$ cat config.mk
export PLATFORM = sky130hd
export DESIGN_NAME = keypad_encoder
export DESIGN_NICKNAME = d
export VERILOG_FILES = /design/src/rtl/keypad_pkg.sv /design/src/rtl/keypad_sync.sv /design/src/rtl/keypad_encoder.sv
export SDC_FILE = /design/constraint.sdc
export NUM_CORES = 1
export LEC_CHECK = 0
export CAP_MARGIN = 20
export CORE_MARGIN = 5
export CORE_UTILIZATION = 60
export DETAILED_ROUTE_END_ITERATION = 10
export PLACE_DENSITY = 0.91
export SLEW_MARGIN = 30
export SYNTH_ARGS = -nofsm -noshare
export SYNTH_HDL_FRONTEND = slang
export SYNTH_HIERARCHICAL = 1
export SYNTH_SLANG_ARGS = --single-unit
export TNS_END_PERCENT = 20
$ cat constraint.sdc
create_clock -name clk -period 5.1 [get_ports clk]
set_input_delay 1.02 -clock clk [delete_from_list [all_inputs] [get_ports clk]]
set_output_delay 1.02 -clock clk [all_outputs]
set_load 0.02 [all_outputs]
$ cat src/rtl/keypad_pkg.sv
// Shared definitions for the keypad front end and the door-lock FSM:
// scan FSM state encoding, named key codes and the row/column key map.
package keypad_pkg;

  typedef enum logic [1:0] {
    ST_SCAN,
    ST_DEBOUNCE,
    ST_RELEASE
  } state_t;

  // Codes with special meaning to the lock controller (enter/clear decoding).
  localparam logic [3:0] KEY_A    = 4'hA;
  localparam logic [3:0] KEY_B    = 4'hB;
  localparam logic [3:0] KEY_C    = 4'hC;
  localparam logic [3:0] KEY_D    = 4'hD;
  localparam logic [3:0] KEY_STAR = 4'hE;
  localparam logic [3:0] KEY_HASH = 4'hF;

  // Physical keypad layout: row 0 at the top, column 0 at the left.
  function automatic logic [3:0] key_map(input logic [1:0] row, input logic [1:0] col);
    logic [3:0] code;
    code = 4'h0;
    case ({row, col})
      4'h0: code = 4'h1;
      4'h1: code = 4'h2;
      4'h2: code = 4'h3;
      4'h3: code = KEY_A;
      4'h4: code = 4'h4;
      4'h5: code = 4'h5;
      4'h6: code = 4'h6;
      4'h7: code = KEY_B;
      4'h8: code = 4'h7;
      4'h9: code = 4'h8;
      4'hA: code = 4'h9;
      4'hB: code = KEY_C;
      4'hC: code = KEY_STAR;
      4'hD: code = 4'h0;
      4'hE: code = KEY_HASH;
      4'hF: code = KEY_D;
      default: code = 4'h0;
    endcase
    return code;
  endfunction

endpackage

$ cat src/rtl/keypad_sync.sv
// Two-flop synchroniser for asynchronous level inputs. Resets to all ones
// because the keypad row lines idle high; a zero reset value would look like
// every key pressed at once.
module keypad_sync #(
  parameter int WIDTH = 4
) (
  input  logic             clk,
  input  logic             rst_n,
  input  logic [WIDTH-1:0] d,
  output logic [WIDTH-1:0] q
);

  logic [WIDTH-1:0] meta;

  // Two-stage capture of the asynchronous input.
  // NOTE: non-blocking assignments make meta->q a real two-flop chain; blocking ones would collapse it to one flop.
  always_ff @(posedge clk or negedge rst_n) begin
    if (!rst_n) begin
      meta <= '1;
      q    <= '1;
    end else begin
      meta <= d;
      q    <= meta;
    end
  end

endmodule

$ cat src/rtl/keypad_encoder.sv
// 4x4 matrix keypad scanner, debouncer and encoder. Each accepted press is
// delivered once over a valid/ready handshake. Define KEYPAD_FIFO_EN to
// replace the single holding register with a 4-entry FIFO.
module keypad_encoder
  import keypad_pkg::*;
#(
  parameter int SCAN_DWELL      = 4,
  parameter int DEBOUNCE_CYCLES = 16
) (
  input  logic       clk,
  input  logic       reset,
  input  logic [3:0] row_n,
  output logic [3:0] col_n,
  output logic [3:0] key_code,
  output logic       key_valid,
  input  logic       key_ready,
  output logic       key_overrun,
  output logic       key_held
);

  localparam int DW = $clog2(SCAN_DWELL) + 1;
  localparam int BW = $clog2(DEBOUNCE_CYCLES) + 1;
  localparam logic [DW-1:0] DWELL_LAST = DW'(SCAN_DWELL - 1);
  localparam logic [BW-1:0] DEB_LAST   = BW'(DEBOUNCE_CYCLES - 1);

  logic [3:0]    rs_n;
  state_t        state, state_d;
  logic [1:0]    col, col_d;
  logic [1:0]    row, row_d;
  logic [DW-1:0] dwell, dwell_d;
  logic [BW-1:0] deb, deb_d, deb_inc;
  logic [3:0]    pat, pat_d;
  logic          held_d;
  logic          one_low;
  logic [1:0]    low_idx;
  logic          push;
  logic [3:0]    push_code;

  keypad_sync #(.WIDTH(4)) u_sync (
    .clk   (clk),
    .rst_n (reset),
    .d     (row_n),
    .q     (rs_n)
  );

  assign col_n   = ~(4'b0001 << col);
  assign deb_inc = (deb == '1) ? deb : deb + 1'b1;

  // Identify a single low row; none or several low (ghosting) is not a press.
  // NOTE: every always_comb output gets a default first, so no path leaves it unassigned and no latch is inferred.
  always_comb begin
    one_low = 1'b0;
    low_idx = 2'd0;
    case (rs_n)
      4'b1110: begin one_low = 1'b1; low_idx = 2'd0; end
      4'b1101: begin one_low = 1'b1; low_idx = 2'd1; end
      4'b1011: begin one_low = 1'b1; low_idx = 2'd2; end
      4'b0111: begin one_low = 1'b1; low_idx = 2'd3; end
      default: ;
    endcase
  end

  // Scan/debounce/release next-state logic and the push strobe.
  always_comb begin
    state_d   = state;
    col_d     = col;
    row_d     = row;
    dwell_d   = dwell;
    deb_d     = deb;
    pat_d     = pat;
    held_d    = key_held;
    push      = 1'b0;
    push_code = key_map(row, col);
    case (state)
      ST_SCAN: begin
        if (dwell == DWELL_LAST) begin
          dwell_d = '0;
          if (one_low) begin
            row_d   = low_idx;
            pat_d   = rs_n;
            deb_d   = '0;
            state_d = ST_DEBOUNCE;
          end else begin
            col_d = col + 1'b1;
          end
        end else begin
          dwell_d = dwell + 1'b1;
        end
      end
      ST_DEBOUNCE: begin
        if (rs_n == pat) begin
          if (deb == DEB_LAST) begin
            push    = 1'b1;
            held_d  = 1'b1;
            deb_d   = '0;
            state_d = ST_RELEASE;
          end else begin
            deb_d = deb_inc;
          end
        end else begin
          deb_d   = '0;
          col_d   = col + 1'b1;
          state_d = ST_SCAN;
        end
      end
      ST_RELEASE: begin
        if (rs_n == 4'b1111) begin
          if (deb == DEB_LAST) begin
            held_d  = 1'b0;
            deb_d   = '0;
            col_d   = '0;
            dwell_d = '0;
            state_d = ST_SCAN;
          end else begin
            deb_d = deb_inc;
          end
        end else begin
          deb_d = '0;
        end
      end
      default: state_d = ST_SCAN;
    endcase
  end

  // Scanner state register.
  always_ff @(posedge clk or negedge reset) begin
    if (!reset) begin
      state    <= ST_SCAN;
      col      <= '0;
      row      <= '0;
      dwell    <= '0;
      deb      <= '0;
      pat      <= '1;
      key_held <= 1'b0;
    end else begin
      state    <= state_d;
      col      <= col_d;
      row      <= row_d;
      dwell    <= dwell_d;
      deb      <= deb_d;
      pat      <= pat_d;
      key_held <= held_d;
    end
  end

`ifdef KEYPAD_FIFO_EN
  logic [3:0] fifo_mem [4];
  logic [1:0] wr_ptr, rd_ptr;
  logic [2:0] count;
  logic       pop, full, wr_en;

  assign pop       = key_valid & key_ready;
  assign full      = (count == 3'd4);
  assign wr_en     = push & (~full | pop);
  assign key_valid = (count != 3'd0);
  assign key_code  = key_valid ? fifo_mem[rd_ptr] : 4'h0;

  // FIFO storage write port.
  // NOTE: storage is not reset; key_valid gates key_code, so stale entries are never seen.
  always_ff @(posedge clk) begin
    if (wr_en) fifo_mem[wr_ptr] <= push_code;
  end

  // FIFO pointers, occupancy and overrun pulse.
  always_ff @(posedge clk or negedge reset) begin
    if (!reset) begin
      wr_ptr      <= '0;
      rd_ptr      <= '0;
      count       <= '0;
      key_overrun <= 1'b0;
    end else begin
      key_overrun <= push & full & ~pop;
      if (wr_en) wr_ptr <= wr_ptr + 1'b1;
      if (pop)   rd_ptr <= rd_ptr + 1'b1;
      case ({wr_en, pop})
        2'b10:   count <= count + 1'b1;
        2'b01:   count <= count - 1'b1;
        default: count <= count;
      endcase
    end
  end
`else
  // Single holding register; a push during a pending key is dropped.
  always_ff @(posedge clk or negedge reset) begin
    if (!reset) begin
      key_valid   <= 1'b0;
      key_code    <= 4'h0;
      key_overrun <= 1'b0;
    end else begin
      key_overrun <= 1'b0;
      if (push) begin
        if (!key_valid || key_ready) begin
          key_valid <= 1'b1;
          key_code  <= push_code;
        end else begin
          key_overrun <= 1'b1;
        end
      end else if (key_valid && key_ready) begin
        key_valid <= 1'b0;
      end
    end
  end
`endif

endmodule

# Word level (Yosys, flattened, before mapping)
# Memories as Yosys holds them, arrays and structs flattened. A register that Yosys moved wholly into a read port is not among the register bits.
# Index checks and enable logic that the tools add are counted.
classes:
  addsub: 3
  eq_ne: 21
  shift: 1
  muxes: 37
  bitwise_logic: 1
  n_reduce_logical: 18
op_table:
  columns: ["cell", "count"]
  rows:
  - ["2-to-1 mux 5 bit", 6]
  - ["2-to-1 mux 2 bit", 9]
  - ["case mux 2 bit (3 select lines)", 3]
  - ["== test 4 bit, second input constant", 4]
  - ["inequality test 2 bit, second input constant", 8]
  - ["case mux 5 bit (3 select lines)", 1]
  - ["2-to-1 mux 1 bit", 13]
  - ["AND reduction 5 bit", 2]
  - ["2-to-1 mux 3 bit", 3]
  - ["AND reduction 3 bit", 3]
  - ["case mux 3 bit (2 select lines)", 1]
  - ["AND reduction 6 bit", 1]
  - ["nonzero test 2 bit", 3]
  - ["adder 5 x 1 -> 5 bit, second input constant", 1]
  - ["== test 5 x 4 -> 1 bit, second input constant", 1]
  - ["== test 5 bit, second input constant", 1]
  - ["== test 4 x 3 -> 1 bit, second input constant", 1]
  - ["== test 4 bit", 1]
  - ["inverter 4 bit", 1]
  - ["AND reduction 2 bit", 2]
  - ["OR reduction 4 bit", 1]
  - ["left shift 1 x 2 -> 4 bit, first input constant", 1]
  - ["adder 3 x 1 -> 3 bit, second input constant", 1]
  - ["== test 3 x 2 -> 1 bit, second input constant", 1]
  - ["other kinds (11)", 12]
totals:
  ff_bits: 29
  rom_bits: 64
  in_bits: 7
  out_inout_bits: 11
  wordCells: 93
  n_memories: 1
mem_list:
  columns: ["memory", "words", "word_bits", "rd", "rd_ports_with_merged_regs", "wr", "line", "text"]
  rows:
  - ["(no name shown)", 16, 4, 1, 1, 0, "keypad_pkg.sv:23", "case ({row, col})"]

# Longest topological paths before layout
depth:
  ltp_word: 6
  ltp_mapped: 8
  depth_no_buf: 7

# Modules after synthesis
# Netlist, hierarchy kept.
modules_own_cells:
  columns: ["mod", "n_inst", "cells_each", "area_per_inst_um2", "seq_area_each_um2"]
  rows:
  - ["keypad_encoder", 1, 157, 1596.5, 630.6]
  - ["keypad_sync", 1, 8, 210.2, 210.2]

# Worst setup path before layout
# Ideal clock, no wire load.
synth_path:
  path_type: "flip-flop to output port"
  start: "reg col[0]"
  end: "out col_n[0]"
  arrival_time_ps: 863
  required_time_ps: 4080
  setup_slack_ps: 3217
  path_stages_with_launch: 4
  path_buffers: 0
  cell_sequence: "dfrtp_1 inv_1 ha_1 inv_1"
synth_between:
  elab_chain_len: 2
synth_rtl:
  columns: ["element", "line", "text"]
  rows:
  - ["from (decl)", "keypad_encoder.sv:28", "logic [1:0] col, col_d;"]
  - ["from (signal assigned)", "keypad_encoder.sv:137", "col <= col_d;"]
  - ["left shift 1 x 2 -> 4 bit", "keypad_encoder.sv:46", "assign col_n = ~(4'b0001 << col);"]
  - ["inverter 4 bit", "keypad_encoder.sv:46", null]
  - ["to (decl)", "keypad_encoder.sv:13", "output logic [3:0] col_n,"]
# No other way between the ends.

# Final worst setup path
# Ends and elaborated chain as after synthesis.

==> reports/results.ini <==
[timing]
rsz0062_at_grt=false
fin_crit_ns=2.873
timing.fmax_mhz=348.1
finalClockSkew_ns=0.005129
fin_crit_sh_pct=56.33
slew-limit-headroom_pct=72.80
slew_viol_final=0
finalHoldViolations=0
tightest_slew_ns=0.4079
setup_viol=0
fin_tns_setup_ns=0

[global_route]
grt_pass1_wl_um=5823
antenna_found_initial=0
grt-ovfl-total=0
grt.total_usage_pct=18.39
grt_max_degree=34
grt_pass1_vias=1308

[power]
finalPower_w=0.0008790
power_density_nw_per_um2=432.8
internal_power_w=0.0005526
switchingPower_w=0.0003264
ir_drop_uv=240.9
seq_power_share_pct=43.2
p_clk_share_pct=15.8
sw_frac_of_total_pct=37.13
power_frac_comb_pct=41.0
p_leak_nw=0.9115

[setup_path]
required_ns=4.08
critPathCaptureType=output port
path_class=flop to output port
arrival_ns=1.85
path_max_fanout=8
startpoint_type=flop

[synthesis]
yosysSeqAreaShare_pct=46.54
ys_warn_count=6
synth-compound-area-share_pct=13.37
synth_cell_types=43
synth_mux_area_share_pct=11.43
ys_ff_latch=33
yosys.area.top_type=dfrtp_1
synth_top_family_by_area=compound AO/OA/AOI/OAI gates
synth_fa_ha_area_share_pct=8.310
synth.area.top_cells=dfrtp_1, dfstp_2, ha_1, mux2_2, mux2i_1
synth_nets=184
synth.top_cell.area_share_pct=29.09
async_flop_share_pct=100.0
synth-simple-area-share_pct=12.26
synthesis.area_um2=1807
syn_area_per_cell_um2=10.95
synth_xor_area_share_pct=2.839
syn-instance-count=165
synth_ff_type=dfrtp_1
synth_edf_count=0

[cells_and_area]
drive_gt1_share_pct=21.31
n_antenna_cell=0
fillers=219
syn_to_final_growth_pct=12.40
nNetsFinal=201

[placed_design]
io_buffers=17
place_hpwl_um=2550
gp_congestion=0.8774

[run]
maxCapViolCount=0

[route]
drt_wl_total_um=3345
drt-initial-drc-count=96
via_per_inst=5.907
vias=1276
antenna_left=0
drc=0
drt_pass1_iterations=4
wl_per_cell_um=15.49

[clock_network]
hold_buffers=0
cts_buffer_depth=2
cts_buffers=5
postCtsSetupRepairBufs=0
ctsResizeCount=0
cts_tree=done
cts_sinks=33
cts_root_buf=clkbuf_4
ctsHtreeMaxLevel=2
cts.reportedPaths.clkPinSlew_ns=0.09
worstSkewPairLatency_ns=0.33

[floorplanning]
core-area_um2=2978
die_x_um=64.88
ioPinCount=18
dieArea_um2=4209
initial_core_util_pct=60.67
die_height_um=64.88
rows=20

[worst_hold_path]
hold_class=flop to flop

[outcome]
status=finished, final reports clean

==> sequential cells by signal, indices dropped and copies added, names as in the netlist, 2 cells and up <==
register and count:
dwell 3, key_code 4, state 2, col 2, u_sync/meta 4, row 2, u_sync/q 4, deb 5
pat 4
==> placed cells by master, fill, tap and decap left out, drive strengths merged, types with 2 or more instances in the layout <==
cell,Yosys,layout
nand2b,3,3
nand4,3,3
nand2,13,13
dfrtp,21,21
mux2i,6,6
o21ai,8,8
xor2,3,3
a22o,3,3
clkinv,0,2
mux2,11,11
xnor2,2,2
o21a,2,2
dfstp,12,12
clkdlybuf4s50,0,17
clkbuf,4,6
nand3,7,7
ha,12,12
inv,13,13
a31oi,2,2
nor2b,2,2
nor2,9,9
a21oi,8,8
==> final cells by class <==
| cell class | instances | area, µm² | share of cell area (%) |
|---|---|---|---|
| well taps | 33 | 41.29 | 2.033 |
| inverters | 13 | 48.80 | 2.403 |
| clock inverters | 2 | 10.01 | 0.4929 |
| multi-input cells | 111 | 870.8 | 42.88 |
| clock buffers | 6 | 41.29 | 2.033 |
| flip-flops and latches | 33 | 840.8 | 41.40 |
| repair buffers | 18 | 177.7 | 8.749 |
==> through the flow <==
stage | instances | setup WS [ns] | utilization [%] | hold WS (ns) | instance area [µm²]
CTS | 216 | 2.213 | 68.19 | 0.3606 | 2031
global placement | 208 | 2.693 | 66.47 | 0.3454 | 1979
detailed placement | 208 | 2.596 | 66.47 | 0.3468 | 1979
floorplan | 165 | 3.217 | - | 0.3452 | 1807
finish | 216 | 2.227 | 68.19 | 0.3599 | 2031
global route | 216 | 2.146 | 68.19 | 0.3696 | 2031
==> kinds of logic (layout without fill, tap and decap cells) <==
family | after synthesis | count (layout)
AND/OR/NAND/NOR | 44 | 44
flip-flops | 33 | 33
AO/OA/AOI/OAI | 32 | 32
buffers and inverters | 21 | 39
multiplexers | 18 | 18
adder cells (fa/ha/maj) | 12 | 12
XOR/XNOR | 5 | 5
==> worst max-delay path, cell delays in order, from the launching register on <==
cell and delay [ns]:
dfrtp_1 0.47, inv_1 0.13, ha_1 0.22, inv_1 0.09
clkdlybuf4s50_1 0.61
==> power groups by stage <==
stage	registers, W	clock network (W)	logic, W
after detailed placement	0.000384	0	0.000363
after CTS	0.000380	0.000143	0.000363
after global routing	0.000389	0.000156	0.000393
after floorplan	0.000357	0	0.000278
final	0.000380	0.000139	0.000361
after global placement	0.000377	0	0.000330
==> worst paths after layout <==
kind | from | end | slack, ns | depth (start not counted)
min in group asynchronous | reset | row[1] | 1.08 | 2
hold reg to reg | u_sync/meta[2] | u_sync/q[2] | 0.36 | 0
setup reg to reg | deb[0] | key_code[2] | 2.99 | 6
setup / recovery | col[0] | col_n[0] | 2.23 | 4
hold / removal | u_sync/meta[2] | u_sync/q[2] | 0.36 | 0
max in group asynchronous | reset | u_sync/q[0] | 3.69 | 2
==> cell usage after synthesis (2+ instances only) <==
cell       n
dfrtp_1   21
inv_1     13
nand2_1   13
dfstp_2   12
ha_1      12
mux2_2    11
nor2_1     9
a21oi_1    8
nand3_1    7
o21ai_0    7
mux2i_1    6
clkbuf_1   4
a22o_1     3
nand2b_1   3
nand4_1    3
xor2_1     3
a31oi_1    2
buf_4      2
o21a_1     2
==> per-layer routing <==
| metal | wire length, µm | track usage [%] | part of all wire (%) |
|---|---|---|---|
| met4 | 76 | 10.03 | 2.3 |
| met2 | 1767 | 32.82 | 53 |
| met1 | 1306 | 19.73 | 39 |
| met3 | 194 | 4.506 | 5.8 |
| met5 | 0 | 0 | 0 |
Note: power is estimated with default switching activity, not from simulation.
